File: src/rtl/vga_rect_ctrl.sv
// Shadow-register controller for the VGA rectangle renderer: CPU writes land in shadows,
// and a commit or animation step updates the active edges only at the edge that samples a VGA_VS fall.
module vga_rect_ctrl #(
  parameter int H_MAX  = 639,
  parameter int V_MAX  = 479,
  parameter int X1_RST = 270,
  parameter int X2_RST = 370,
  parameter int Y1_RST = 190,
  parameter int Y2_RST = 290
) (
  input  logic        CLOCK_50,
  input  logic        Reset,
  input  logic        wr_req,
  input  logic [2:0]  wr_addr,
  input  logic [10:0] wr_data,
  input  logic        VGA_VS,
  output logic [10:0] x1,
  output logic [10:0] x2,
  output logic [10:0] y1,
  output logic [10:0] y2,
  output logic        wr_ack,
  output logic        busy,
  output logic        err,
  output logic [15:0] frame_count
);

  localparam logic [0:0] IDLE    = 1'b0;
  localparam logic [0:0] PENDING = 1'b1;

  localparam logic [10:0] HLIM = 11'(H_MAX);
  localparam logic [10:0] VLIM = 11'(V_MAX);
  localparam logic [10:0] X1R  = 11'(X1_RST);
  localparam logic [10:0] X2R  = 11'(X2_RST);
  localparam logic [10:0] Y1R  = 11'(Y1_RST);
  localparam logic [10:0] Y2R  = 11'(Y2_RST);

  logic [10:0] x1_q, x1_d, x2_q, x2_d, y1_q, y1_d, y2_q, y2_d;
  logic [10:0] sx1_q, sx1_d, sx2_q, sx2_d, sy1_q, sy1_d, sy2_q, sy2_d;
  logic        anim_en_q, anim_en_d;
  logic [3:0]  step_q, step_d;
  logic        dir_x_q, dir_x_d, dir_y_q, dir_y_d;
  logic        wr_ack_q, wr_ack_d;
  logic        err_q, err_d;
  logic [15:0] fc_q, fc_d;
  logic        vs_prev_q, vs_prev_d;
  logic [0:0]  state_q, state_d;

  logic        fe;
  logic        accept;
  logic        commit_acc;
  logic        shadow_ok;
  logic [22:0] ax, ay;

  // One bounce step on one axis; result is {dir, lo, hi}, dir=1 means moving toward 0.
  function automatic logic [22:0] step_axis(input logic [10:0] lo, input logic [10:0] hi,
                                            input logic dir, input logic [3:0] stp,
                                            input logic [10:0] lim);
    logic [10:0] w;
    logic [22:0] r;
    w = hi - lo;
    if (!dir) begin
      if (({1'b0, hi} + {8'd0, stp}) > {1'b0, lim}) r = {1'b1, lim - w, lim};
      else                                          r = {1'b0, lo + {7'd0, stp}, hi + {7'd0, stp}};
    end else begin
      if ({1'b0, lo} < {8'd0, stp}) r = {1'b0, 11'd0, w};
      else                          r = {1'b1, lo - {7'd0, stp}, hi - {7'd0, stp}};
    end
    return r;
  endfunction

  always_comb begin
    x1_d      = x1_q;
    x2_d      = x2_q;
    y1_d      = y1_q;
    y2_d      = y2_q;
    sx1_d     = sx1_q;
    sx2_d     = sx2_q;
    sy1_d     = sy1_q;
    sy2_d     = sy2_q;
    anim_en_d = anim_en_q;
    step_d    = step_q;
    dir_x_d   = dir_x_q;
    dir_y_d   = dir_y_q;
    err_d     = err_q;
    state_d   = state_q;
    vs_prev_d = VGA_VS;

    fe         = vs_prev_q & ~VGA_VS;
    fc_d       = fe ? fc_q + 16'd1 : fc_q;
    accept     = (state_q == IDLE) && wr_req && !wr_ack_q;
    commit_acc = accept && (wr_addr == 3'd5);
    wr_ack_d   = accept;
    shadow_ok  = (sx1_q < sx2_q) && (sy1_q < sy2_q) && (sx2_q <= HLIM) && (sy2_q <= VLIM);
    ax         = step_axis(x1_q, x2_q, dir_x_q, step_q, HLIM);
    ay         = step_axis(y1_q, y2_q, dir_y_q, step_q, VLIM);

    if (accept) begin
      case (wr_addr)
        3'd0: begin sx1_d = wr_data; err_d = 1'b0; end
        3'd1: begin sx2_d = wr_data; err_d = 1'b0; end
        3'd2: begin sy1_d = wr_data; err_d = 1'b0; end
        3'd3: begin sy2_d = wr_data; err_d = 1'b0; end
        3'd4: begin
          anim_en_d = wr_data[0];
          step_d    = wr_data[4:1];
          err_d     = 1'b0;
        end
        3'd5:    state_d = PENDING;
        default: ;
      endcase
    end

    case (state_q)
      IDLE: begin
        // A commit accepted on a frame edge suppresses animation; it lands next frame.
        if (!commit_acc && fe && anim_en_q) begin
          {dir_x_d, x1_d, x2_d} = ax;
          {dir_y_d, y1_d, y2_d} = ay;
        end
      end
      default: begin
        if (fe) begin
          if (shadow_ok) begin
            x1_d = sx1_q;
            x2_d = sx2_q;
            y1_d = sy1_q;
            y2_d = sy2_q;
          end else begin
            err_d = 1'b1;
          end
          state_d = IDLE;
        end
      end
    endcase
  end

  always_ff @(posedge CLOCK_50) begin
    if (Reset) begin
      x1_q      <= X1R;
      x2_q      <= X2R;
      y1_q      <= Y1R;
      y2_q      <= Y2R;
      sx1_q     <= X1R;
      sx2_q     <= X2R;
      sy1_q     <= Y1R;
      sy2_q     <= Y2R;
      anim_en_q <= 1'b0;
      step_q    <= 4'd1;
      dir_x_q   <= 1'b0;
      dir_y_q   <= 1'b0;
      wr_ack_q  <= 1'b0;
      err_q     <= 1'b0;
      fc_q      <= 16'd0;
      vs_prev_q <= 1'b1;
      state_q   <= IDLE;
    end else begin
      x1_q      <= x1_d;
      x2_q      <= x2_d;
      y1_q      <= y1_d;
      y2_q      <= y2_d;
      sx1_q     <= sx1_d;
      sx2_q     <= sx2_d;
      sy1_q     <= sy1_d;
      sy2_q     <= sy2_d;
      anim_en_q <= anim_en_d;
      step_q    <= step_d;
      dir_x_q   <= dir_x_d;
      dir_y_q   <= dir_y_d;
      wr_ack_q  <= wr_ack_d;
      err_q     <= err_d;
      fc_q      <= fc_d;
      vs_prev_q <= vs_prev_d;
      state_q   <= state_d;
    end
  end

  assign x1          = x1_q;
  assign x2          = x2_q;
  assign y1          = y1_q;
  assign y2          = y2_q;
  assign wr_ack      = wr_ack_q;
  assign busy        = (state_q == PENDING);
  assign err         = err_q;
  assign frame_count = fc_q;

endmodule

File: config.mk
export PLATFORM = sky130hd
export DESIGN_NAME = vga_rect_ctrl
export DESIGN_NICKNAME = d
export VERILOG_FILES = /design/src/rtl/vga_rect_ctrl.sv
export SDC_FILE = /design/constraint.sdc
export NUM_CORES = 1
export LEC_CHECK = 0
export ABC_AREA = 1
export ABC_CLOCK_PERIOD_IN_PS = 3570
export CORE_ASPECT_RATIO = 1.5
export CORE_MARGIN = 2
export CORE_UTILIZATION = 60
export CTS_BUF_LIST = sky130_fd_sc_hd__clkbuf_16
export CTS_CLUSTER_DIAMETER = 80
export DETAILED_ROUTE_END_ITERATION = 10
export GPL_TIMING_DRIVEN = 0
export HOLD_SLACK_MARGIN = 0.15
export PLACE_DENSITY = 0.87
export SYNTH_ARGS = -nofsm -noshare
export SYNTH_HDL_FRONTEND = slang
export SYNTH_SLANG_ARGS = --single-unit
File: constraint.sdc
create_clock -name CLOCK_50 -period 3.57 [get_ports CLOCK_50]
set_input_delay 0.8925 -clock CLOCK_50 [delete_from_list [all_inputs] [get_ports CLOCK_50]]
set_output_delay 0.8925 -clock CLOCK_50 [all_outputs]
set_load 0.03 [all_outputs]
# After elaboration in Yosys (flattened, before gate mapping)
# Cells that the tools add are included.
# classes
n_reduce_logical	20
n_addsub	15
n_eq_ne	7
n_bitwise	3
n_lt_le_gt_ge	8
mux	31
# op_table
op	n
two-way mux 11 bit	16
two-way mux 23 bit	6
adder 11 x 4 -> 11 bit	4
subtractor 11 x 4 -> 11 bit	4
adder 11 x 4 -> 12 bit	2
less-than comparator 11 bit	2
less-than comparator 11 x 4 -> 1 bit	2
subtractor 11 bit	2
adder 16 x 1 -> 16 bit (second input constant)	1
greater-than comparator 12 x 10 -> 1 bit (second input constant)	1
greater-than comparator 12 x 9 -> 1 bit (second input constant)	1
AND reduction 2 bit	6
less-or-equal comparator 11 x 10 -> 1 bit (second input constant)	1
less-or-equal comparator 11 x 9 -> 1 bit (second input constant)	1
subtractor 10 x 11 -> 11 bit (first input constant)	1
subtractor 9 x 11 -> 11 bit (first input constant)	1
two-way mux 1 bit	9
logical AND 1 bit	8
== test 3 x 2 -> 1 bit (second input constant)	2
== test 3 bit (second input constant)	2
OR reduction 5 bit	1
!= test 2 x 1 -> 1 bit (second input constant)	2
== test 3 x 1 -> 1 bit (second input constant)	1
zero test 3 bit	1
other kinds (5)	7
# totals
regBits	115
input_bits	18
out_inout_bits	63
wordCells	101

# Depth between registers and ports, before layout
# Gate-level depths: netlist of run 1.
# logic_depth
depth_word	9
depth_mapped	20
depth_no_buf	20

# Least setup slack after synthesis of run 1
# No wires, ideal clock.
# synth_timing
path_type	register -> register
from	register step_q[1]
to	register x1_q[1] (netlist: x1[1])
n_path_buf	1
arrival_ns	2.423
setup_time_ns	0.134
t_required_ns	3.436
setup_slack_ns	1.013
path_stages_with_launch	18
cell_sequence	dfxtp_1 -> inv_1 -> ha_1 -> nor2_1 -> nand2_1 -> nand2_2 -> nand2_2 -> nand2_4 -> nand4_1 -> nand2_2 -> nand2_4 -> nand2_8 -> buf_12 -> nand2_1 -> nand3_1 -> o211ai_2 -> nand3_1 -> nand3_1
# synth_via
elab_chain_len	6
word_cells_on_any_way	10
cone_classes	add/sub (3); order compare (2); mux (5)
# synth_lines
element	line_no	source
start, declared	40	logic [3:0] step_q, step_d;
start signal, assigned	166	step_q <= step_d;
adder 11 x 4 -> 12 bit	62	if (({1'b0, hi} + {8'd0, stp}) > {1'b0, lim}) r = {1'b1, lim - w, lim};
greater-than comparator 12 x 10 -> 1 bit	62	
two-way mux 23 bit	62	
two-way mux 23 bit (*)	61	if (!dir) begin
two-way mux 11 bit (*)	116	if (!commit_acc && fe && anim_en_q) begin
two-way mux 11 bit (*)	113	case (state_q)
end signal, assigned	139	x1_q <= X1R;
end signal, assigned	157	x1_q <= x1_d;
end, declared	37	logic [10:0] x1_q, x1_d, x2_q, x2_d, y1_q, y1_d, y2_q, y2_d;
# Every way passes the cells marked *; elsewhere a longest branch is shown, timed or not. The select of a mux whose other input is x is not followed.
# A chain may end at the register's enable or synchronous reset.

# Worst setup path in the final report of run 1
# layout_timing
from	register step_q[3]
to	register y2_q[7] (netlist: y2[7])
# layout_via
elab_chain_len	6
word_cells_on_any_way	10
cone_classes	add/sub (3); order compare (2); mux (5)
# layout_lines
element	line_no	source
adder 11 x 4 -> 12 bit	62	
greater-than comparator 12 x 9 -> 1 bit	62	
two-way mux 23 bit	62	
two-way mux 23 bit (*)	61	
two-way mux 11 bit (*)	116	
two-way mux 11 bit (*)	113	
end signal, assigned	160	y2_q <= y2_d;
end, declared	37	
# Marked as above.

==> results of run 1 <==
final timing paths:
check                                             from                  to  slack (ps)  cells after the start
worst max-delay path            step_q[3]$_SDFFE_PP0P_  y2[7]$_SDFFE_PP0P_         130                     16
worst min-delay path                    err$_SDFF_PP0_      err$_SDFF_PP0_         470                      2
worst max register to register  step_q[3]$_SDFFE_PP0P_  y2[7]$_SDFFE_PP0P_         130                     16
worst min register to register          err$_SDFF_PP0_      err$_SDFF_PP0_         470                      2
worst min-delay path, delay by kind of cell (launching register included):
kind	cells	cell delay, ps
AO/OA/AOI/OAI	1	50
flip-flops	1	310
AND/OR/NAND/NOR	1	60
kinds of logic after synthesis:
group	synth area share, %
AO/OA/AOI/OAI	16.8
XOR/XNOR	5.10
adder cells (fa/ha/maj)	11.6
buffers and inverters	10.8
flip-flops	23.5
AND/OR/NAND/NOR	32.1
cell usage in the layout (no fill, tap or decap), types with 4 or more instances in the layout:
cell	count
nand3_1	141
buf_2	18
clkbuf_16	17
a21oi_1	108
nand3_2	7
inv_2	8
nor2_4	4
o21ai_2	6
nor2_1	104
o211ai_1	28
o22ai_1	5
ha_1	75
xnor2_1	10
buf_6	7
inv_1	180
nor3_2	4
clkinv_1	5
or2_2	14
o21ai_0	97
clkbuf_1	23
nand4_1	22
nand3b_1	4
xor2_1	47
fa_1	10
nand2_1	346
buf_4	7
nor3_1	26
o21ai_1	14
clkinv_4	4
dfxtp_1	114
nand2_2	9
clkdlybuf4s50_1	80
power breakdown:
| group | switching [W] | internal (W) | total (W) |
|---|---|---|---|
| logic | 0.000427 | 0.000233 | 0.000660 |
| clock network | 0.000688 | 0.000960 | 0.00165 |
| registers | 0.0000488 | 0.00132 | 0.00137 |
flip-flops by register name (all words and copies together) (netlist names):
name         cells
frame_count     16
dir_y_q          1
sy2_q           11
sx2_q           11
sy1_q           11
anim_en_q        1
sx1_q           11
err              1
y1              11
dir_x_q          1
x1              11
y2              11
wr_ack           1
x2              11
step_q           4
busy             1
vs_prev_q        1
per-layer routing:
| layer | routed length, µm | global-route usage (%) | vias up |
|---|---|---|---|
| met5 | 0 | 0 | - |
| met1 | 11900 | 45.4 | 4932 |
| met4 | 3690 | 35.5 | 0 |
| li1 | - | - | 5126 |
| met3 | 3360 | 9.21 | 245 |
| met2 | 17000 | 68.7 | 658 |
per-stage QoR:
stage | hold slack [ps] | utilization [%]
after floorplan | 437 | -
after global placement | 462 | 67.5
after detailed placement | 462 | 67.5
after CTS | 470 | 71.0
after global routing | 500 | 71.1
final | 471 | 71.1
layout make-up:
class	count	share of cell area (%)
tap	206	2.26
multi-input combinational	1125	56.3
sequential	115	20.2
timing repair buffer	81	7.09
buffer	58	2.92
clock inverter	15	1.17
clock buffer	17	3.73
inverter	192	6.34
timing repair:
action                     in CTS  in global routing
setup endpoints to repair       0                 23
buffers inserted                0                  1
resized for setup               0                  1
==> results.rst, run 1 <==
.. list-table::
   :header-rows: 1

   * - Metric
     - Value
   * - Maximum number of pins on one net before global-route repair
     - 17
   * - List of most frequent post-synthesis cells
     - nand2_1, inv_1, nand3_1
   * - Count of buffering cells on the critical path with inverters included
     - 3
   * - Master of the slowest instance on the critical path
     - dfxtp_1
   * - Synthesis-to-layout area growth
     - 16.6%
   * - 1st-pass router iterations
     - 6
   * - Remaining global-route overflow
     - 0
   * - Power after layout
     - about 0.0037 W
   * - Y dimension of the die
     - roughly 160 µm
   * - Final worst setup slack
     - 126 ps
   * - Wire length per cell
     - between 15 and 20 µm
   * - Synth Instances
     - 1490
   * - Multi-input gate area
     - 6420 µm²
   * - Min-delay worst type
     - reg -> reg
   * - Number of library cell types mapped by synthesis
     - 57
   * - Maximum vdd drop
     - 441 µV
   * - Setup Viol. Count Final
     - 0
   * - RePlAce Congestion
     - 1.05
   * - Sequential cell area in the final layout
     - 2300 µm²
   * - Peak clock frequency supported by timing
     - 0.290 GHz
   * - DR DRC count
     - 0
   * - Fraction of final layout cells with drive strength greater than 1
     - ~8.5%
   * - Instance area after placement
     - 10800 µm²
   * - Family of cells with the greatest summed delay on the critical path
     - simple AND/OR/NAND/NOR gates
   * - Post-layout nets
     - 1693
   * - Number of top-level pins
     - between 80 and 90
   * - Clock buffers created by TritonCTS
     - 17
   * - Crit end category
     - register
   * - Remaining number of nets flagged by the antenna check after routing
     - 0
   * - Initial core utilization
     - 60.9%
   * - Run status
     - finished clean
   * - Number of levels the H-tree was split into
     - 4
   * - Ranking of synthesized cells by area
     - dfxtp_1, nand2_1, ha_1
   * - Unrepaired setup endpoints after global routing
     - false
   * - Main flop type after synthesis
     - dfxtp_1
   * - Most prevalent standard cell on the critical path
     - nand2_1
   * - Power density over cell area
     - 322 nW/µm²
   * - Clock skew
     - 13.1 ps
   * - Cell area after synthesis
     - 9780 µm²
   * - Async S/R FF share, synth
     - 0%
   * - Fraction of the yosys area taken by sequential cells
     - 23.5%
   * - Via Count
     - 11.0k
   * - Leakage power of the design
     - 5.22 nW
   * - Antenna cells
     - 0
   * - Number of design-rule violations left by the first detailed-router iteration
     - ~1.2k
   * - Initial antenna violation count
     - 0
   * - Max-slew violation count
     - 0
   * - CP Class
     - reg -> reg
   * - Number of sinks on the clock net
     - 115
   * - Number of inserted filler cells in the final layout
     - between 1k and 1.5k
   * - Clock insertion delay at the later pin of the skew report
     - around 430 ps
   * - Slew headroom
     - a little under two fifths
   * - Dpl hpwl
     - around 27 mm
   * - Measured slew at the worst slew-check pin
     - about 920 ps
   * - Most frequent cell after synthesis
     - nand2_1
   * - Total global routing track utilization
     - 42.1%
   * - Width of the chip
     - 108 µm
   * - Mean number of vias per cell
     - 6.06
   * - Pre-CTS worst setup slack
     - 211 ps
   * - Core area
     - 16000 µm²
   * - CTS tree
     - done
   * - Number of warnings reported in the yosys synthesis log
     - 0
   * - Total of flip-flops plus latches after synthesis
     - 115
   * - Final period utilization
     - ~96%
   * - Summed area of non-filler cells in the final layout
     - 11400 µm²
   * - Number of placement rows
     - 57
   * - Shortest period the worst path allows
     - between 3000 and 4000 ps
   * - Placed Cells incl. Taps
     - 1776
   * - Hold Buf Count CTS
     - 0
   * - Data arrival time of the critical path
     - 3750 ps
   * - Die footprint
     - 17400 µm²
   * - Number of nets produced by synthesis
     - around 1.6k
   * - Vias in the first global route
     - 10.5k
   * - Area leader, netlist
     - dfxtp_1
   * - Maximum cell stage delay along the critical path
     - 580 ps
   * - Routed wire length
     - 36.0 mm
   * - Final instance count without filler cells
     - ~1.8k
   * - Type of origin of the critical path
     - register
   * - Clock Path Buffers
     - 2
   * - Sequence of cells on the critical path
     - inv_1 -> ha_1 -> buf_6 -> o21bai_2 -> nand2_1 -> nand2_1 -> nand2_1 -> nand2_1 -> nor2_1 -> nand3_2 -> nand3_2 -> buf_4 -> o21ai_1 -> nand3_1 -> o21ai_1 -> a21oi_1
   * - Mean area per synthesized cell
     - approximately 6.6 µm²
   * - Fin. Hold Viols
     - 0
   * - Count of flip-flops with a built-in enable after synthesis
     - 0
   * - Input/output buffers
     - 80
   * - Summed negative setup slack over all endpoints
     - 0 ps
   * - Maximum capacitance violations
     - 0
   * - Global-route wire length before repair
     - between 50 and 60 mm
   * - Max Fanout on Critical Path
     - 10
   * - Critical path required time
     - 3880 ps
   * - Area share of the largest cell type after synthesis
     - between 20% and 30%
   * - Clock Root Buffer
     - clkbuf_16
   * - Clock transition at the register clock pins on the worst setup and hold paths after CTS
     - roughly 60 ps
No activity file was read; power rests on OpenSTA's default activity.
==> inputs of run 2 (changes only) <==
- ABC_CLOCK_PERIOD_IN_PS: 3570 -> 3650
- clock period: 3.57 -> 3.65 ns (I/O delays scaled with it)
==> results of run 2 <==
The final DEF is identical to that of run 1. Status: finished clean.
Among the figures that moved: setup slack after placement 211 ps -> 291 ps; setup slack after layout 126 ps -> 206 ps; register-to-register setup slack 130 ps -> 210 ps; total power 0.00368 W -> 0.00359 W; worst IR drop on VDD 441 µV -> 431 µV
==> inputs of run 3 (changes only) <==
- ABC_AREA: 1 -> unset
- CAP_MARGIN: unset -> 20
- CORE_UTILIZATION: 60 -> 35
- PLACE_DENSITY: 0.87 -> 0.58
==> results.rst, run 3 <==
.. list-table::
   :header-rows: 1

   * - Metric
     - Value
   * - Combinational fraction of design power
     - 12.6% (-5.4 points)
   * - Power density over cell area
     - slightly above 300 nW/µm²
   * - Unrepaired setup endpoints after global routing
     - true
   * - Simple-gate share of the synthesized area
     - 19.4% (-13 points)
   * - First element of the critical path
     - wr_req
   * - 1st-pass router iterations
     - 7 (+1)
   * - Count of flip-flops with a built-in enable after synthesis
     - 0 (unchanged)
   * - Hold Buf Count CTS
     - 0 (unchanged)
   * - Initial core utilization
     - 35.5% (-25 points)
   * - Antenna cells
     - 0 (unchanged)
   * - Summed area of non-filler cells in the final layout
     - 11000 µm² (-3.6%)
   * - Post-layout nets
     - 1358 (-20%)
   * - Clock insertion delay at the later pin of the skew report
     - 430 ps (about the same)
   * - Internal portion of total power
     - about 0.0024 W
   * - Clock transition at the register clock pins on the worst setup and hold paths after CTS
     - 60 ps (about the same)
   * - Min-Delay Startpoint
     - frame_count[15]$_SDFFE_PP0P_
   * - RePlAce Congestion
     - 0.904 (-14%)
   * - Net switching share of the total power
     - 28.0%
   * - Data arrival time of the critical path
     - 3980 ps (+230 ps)
   * - Maximum vdd drop
     - 335 µV
   * - Mean area per synthesized cell
     - 7.91 µm² (+20%)
   * - Mux contribution to synthesized area
     - 5.34% (+5.3 points)
   * - Die footprint
     - 27400 µm² (+58%)
   * - Maximum capacitance violations
     - 0 (unchanged)
   * - Max FFs per register
     - 16 (unchanged)
   * - Placed Cells incl. Taps
     - 1566 (-12%)
   * - List of most frequent post-synthesis cells
     - dfxtp_1, nand2_1, nor2_1
   * - Dpl hpwl
     - 26.3 mm (-2.8%)
   * - Fraction of final layout cells with drive strength greater than 1
     - 6.08% (-2.4 points)
   * - Fraction of the yosys area taken by sequential cells
     - 25.2% (+1.7 points)
   * - Slew headroom
     - 34.5% (-3.3 points)
   * - Measured slew at the worst slew-check pin
     - 982 ps (+59.7 ps)
   * - Number of top-level pins
     - 81 (unchanged)
   * - Wire length per cell
     - 21.6 µm (+8.3%)
   * - Maximum number of pins on one net before global-route repair
     - 17 (unchanged)
   * - Part of the total power dissipated in the clock network
     - 48.8% (+4.0 points)
   * - Fraction of power consumed by sequential logic
     - 38.7% (+1.5 points)
   * - Number of nets produced by synthesis
     - 1256 (-21%)
   * - Clock skew
     - 12.4 ps (-0.739 ps)
   * - Width of the chip
     - 136 µm (+25%)
   * - Crit end category
     - register
   * - Mean number of vias per cell
     - 5.79 (-4.4%)
   * - Core area
     - 25700 µm² (+60%)
   * - Number of warnings reported in the yosys synthesis log
     - 0 (unchanged)
   * - Main flop type after synthesis
     - dfxtp_1
   * - Crit Reg-Reg Startpoint
     - step_q[3]$_SDFFE_PP0P_
   * - Number of inserted filler cells in the final layout
     - 2673 (+92%)
   * - Remaining global-route overflow
     - 0 (unchanged)
   * - Routed wire length
     - 34.5 mm (-4.2%)
   * - R2R cell count
     - 12 (-4)
   * - Y dimension of the die
     - 202 µm (+26%)
   * - Final instance count without filler cells
     - 1600 (-12%)
   * - Min-delay worst type
     - reg -> reg
   * - Fin. Hold Viols
     - 0 (unchanged)
   * - Most frequent cell after synthesis
     - dfxtp_1
   * - Run status
     - finished clean
   * - CP Class
     - in -> reg
   * - Synth Area in XOR/XNOR
     - 7.97% (+2.9 points)
   * - Peak clock frequency supported by timing
     - 0.275 GHz (-5.1%)
   * - Complex-gate fraction of the synthesized area
     - 23.4% (+6.6 points)
   * - Instance area after placement
     - 10300 µm² (-4.7%)
   * - Area share of the largest cell type after synthesis
     - 25.2% (+1.7 points)
   * - Total global routing track utilization
     - 25.4% (-17 points)
   * - Synth Area in Adders
     - 12.5% (+0.84 points)
   * - Synth Instances
     - 1153 (-23%)
   * - Input/output buffers
     - 79 (-1.3%)
   * - Initial antenna violation count
     - 0 (unchanged)
   * - Net Switching
     - 0.000946 W
   * - Max Fanout on Critical Path
     - 10 (unchanged)
   * - Cell area after synthesis
     - 9120 µm² (-6.8%)
   * - Ranking of synthesized cells by area
     - dfxtp_1, ha_1, mux2i_1
   * - Remaining number of nets flagged by the antenna check after routing
     - 0 (unchanged)
   * - Most common cell after layout, fill and taps aside
     - dfxtp_1
   * - Type of origin of the critical path
     - input port
   * - Number of sinks on the clock net
     - 115 (unchanged)
   * - Number of design-rule violations left by the first detailed-router iteration
     - 720 (-41%)
   * - Number of levels the H-tree was split into
     - 4 (unchanged)
   * - Leakage power of the design
     - 4.34 nW (-17%)
   * - Vias in the first global route
     - 9129 (-13%)
   * - Total of flip-flops plus latches after synthesis
     - 115 (unchanged)
   * - Setup Viol. Count Final
     - 0 (unchanged)
   * - Hold path depth
     - 2 (unchanged)
   * - Clock buffers created by TritonCTS
     - 17 (unchanged)
   * - Shortest period the worst path allows
     - 3630 ps (+186 ps)
   * - Synthesis-to-layout area growth
     - 20.6%
   * - Via Count
     - 9271 (-15%)
   * - Critical path required time
     - 4000 ps
   * - Area leader, netlist
     - dfxtp_1
   * - DR DRC count
     - 0 (unchanged)
   * - Global-route wire length before repair
     - 52.5 mm (-5.6%)
   * - Dominant combinational cell family by area after synthesis
     - compound AO/OA/AOI/OAI gates
   * - Clock Path Buffers
     - 2 (unchanged)
   * - Async S/R FF share, synth
     - 0% (unchanged)
   * - Clock Root Buffer
     - clkbuf_16
   * - Max-slew violation count
     - 0 (unchanged)
   * - Commonest cells after routing, fill and taps aside
     - dfxtp_1, nand2_1, nor2_1
   * - Final period utilization
     - 99.5%
   * - Number of library cell types mapped by synthesis
     - 72 (+26%)
   * - Number of placement rows
     - 72 (+26%)
   * - CTS tree
     - done
==> run 3: cell types whose count changed in the layout (fill, tap and decap cells not counted), sizes merged, moves of 17 or more <==
cell    before  now
nand2      359  110
nand3      148   21
inv        192   76
o21ai      117   60
mux2i        0   43
a21oi      112   73
xnor2       10   48
clkbuf      41   75
nor2       111   84
nor2b        0   22
buf         35   15
a211oi       1   19
o21a         2   19
==> run 3: power groups by stage <==
stage	registers (W)	clock network (W)	logic, W
global route	0.00131	0.00173	0.000462
finish	0.00131	0.00165	0.000426
detailed placement	0.00134	0	0.000416
global placement	0.00133	0	0.000413
CTS	0.00131	0.00166	0.000420
floorplan	0.00134	0	0.000249
==> run 3: timing repair <==
action	4_1_cts	5_1_grt
endpoints found under the setup margin	43	32
gates resized for setup	11	26
pin swaps	0	0
buffers inserted	2	3
==> run 3: cell families (layout without fill, tap and decap cells) <==
kind of cell             Yosys count  in the layout
AO/OA/AOI/OAI                    314            314
multiplexers                      48             48
flip-flops                       115            115
buffers and inverters            146            260
AND/OR/NAND/NOR                  362            362
adder cells (fa/ha/maj)           85             85
XOR/XNOR                          83             83
==> run 3: path summary, 6_finish.rpt <==
kind / slack, ps / end
setup / recovery: 20 / x2[9]$_SDFFE_PP0P_
hold / removal: 490 / frame_count[15]$_SDFFE_PP0P_
setup reg to reg: 50 / x2[2]$_SDFFE_PP0P_
hold reg to reg: 490 / frame_count[15]$_SDFFE_PP0P_
==> run 3: area by class of cell <==
class | count | area [µm²] | area share, %
Inverter | 75 | 289 | 2.63
Clock inverter | 14 | 140 | 1.27
Buffer | 69 | 290 | 2.64
Sequential cell | 115 | 2310 | 21.0
Multi-Input combinational cell | 892 | 6290 | 57.2
Clock buffer | 17 | 425 | 3.87
Tap cell | 333 | 417 | 3.79
Timing Repair Buffer | 85 | 836 | 7.60
==> run 3: critical path: stages <==
cell             delay [ps]
clkdlybuf4s50_1         500
nand2b_1                110
nor3_1                  230
nand3_1                 140
and4_2                  390
a31oi_1                 400
dlygate4sd1_1           800
a21oi_1                 270
a31oi_1                 220
==> run 3: stage by stage <==
stage	power, W	util (%)	setup slack, ps	setup TNS [ps]	hold WS, ps
after floorplan	0.00159	-	292	0	444
after global placement	0.00175	40.2	-727	-20920	466
after detailed placement	0.00175	40.2	-689	-20160	474
after CTS	0.00339	42.6	31.4	0	483
after global routing	0.00350	42.8	-40.8	-110	510
final	0.00338	42.8	19.9	0	487
==> run 3: per-layer routing <==
metal	GRT usage [%]	routed length (µm)
met1	27.8	13000
met2	44.0	17100
met3	3.85	1700
met4	18.4	2700
met5	0	0
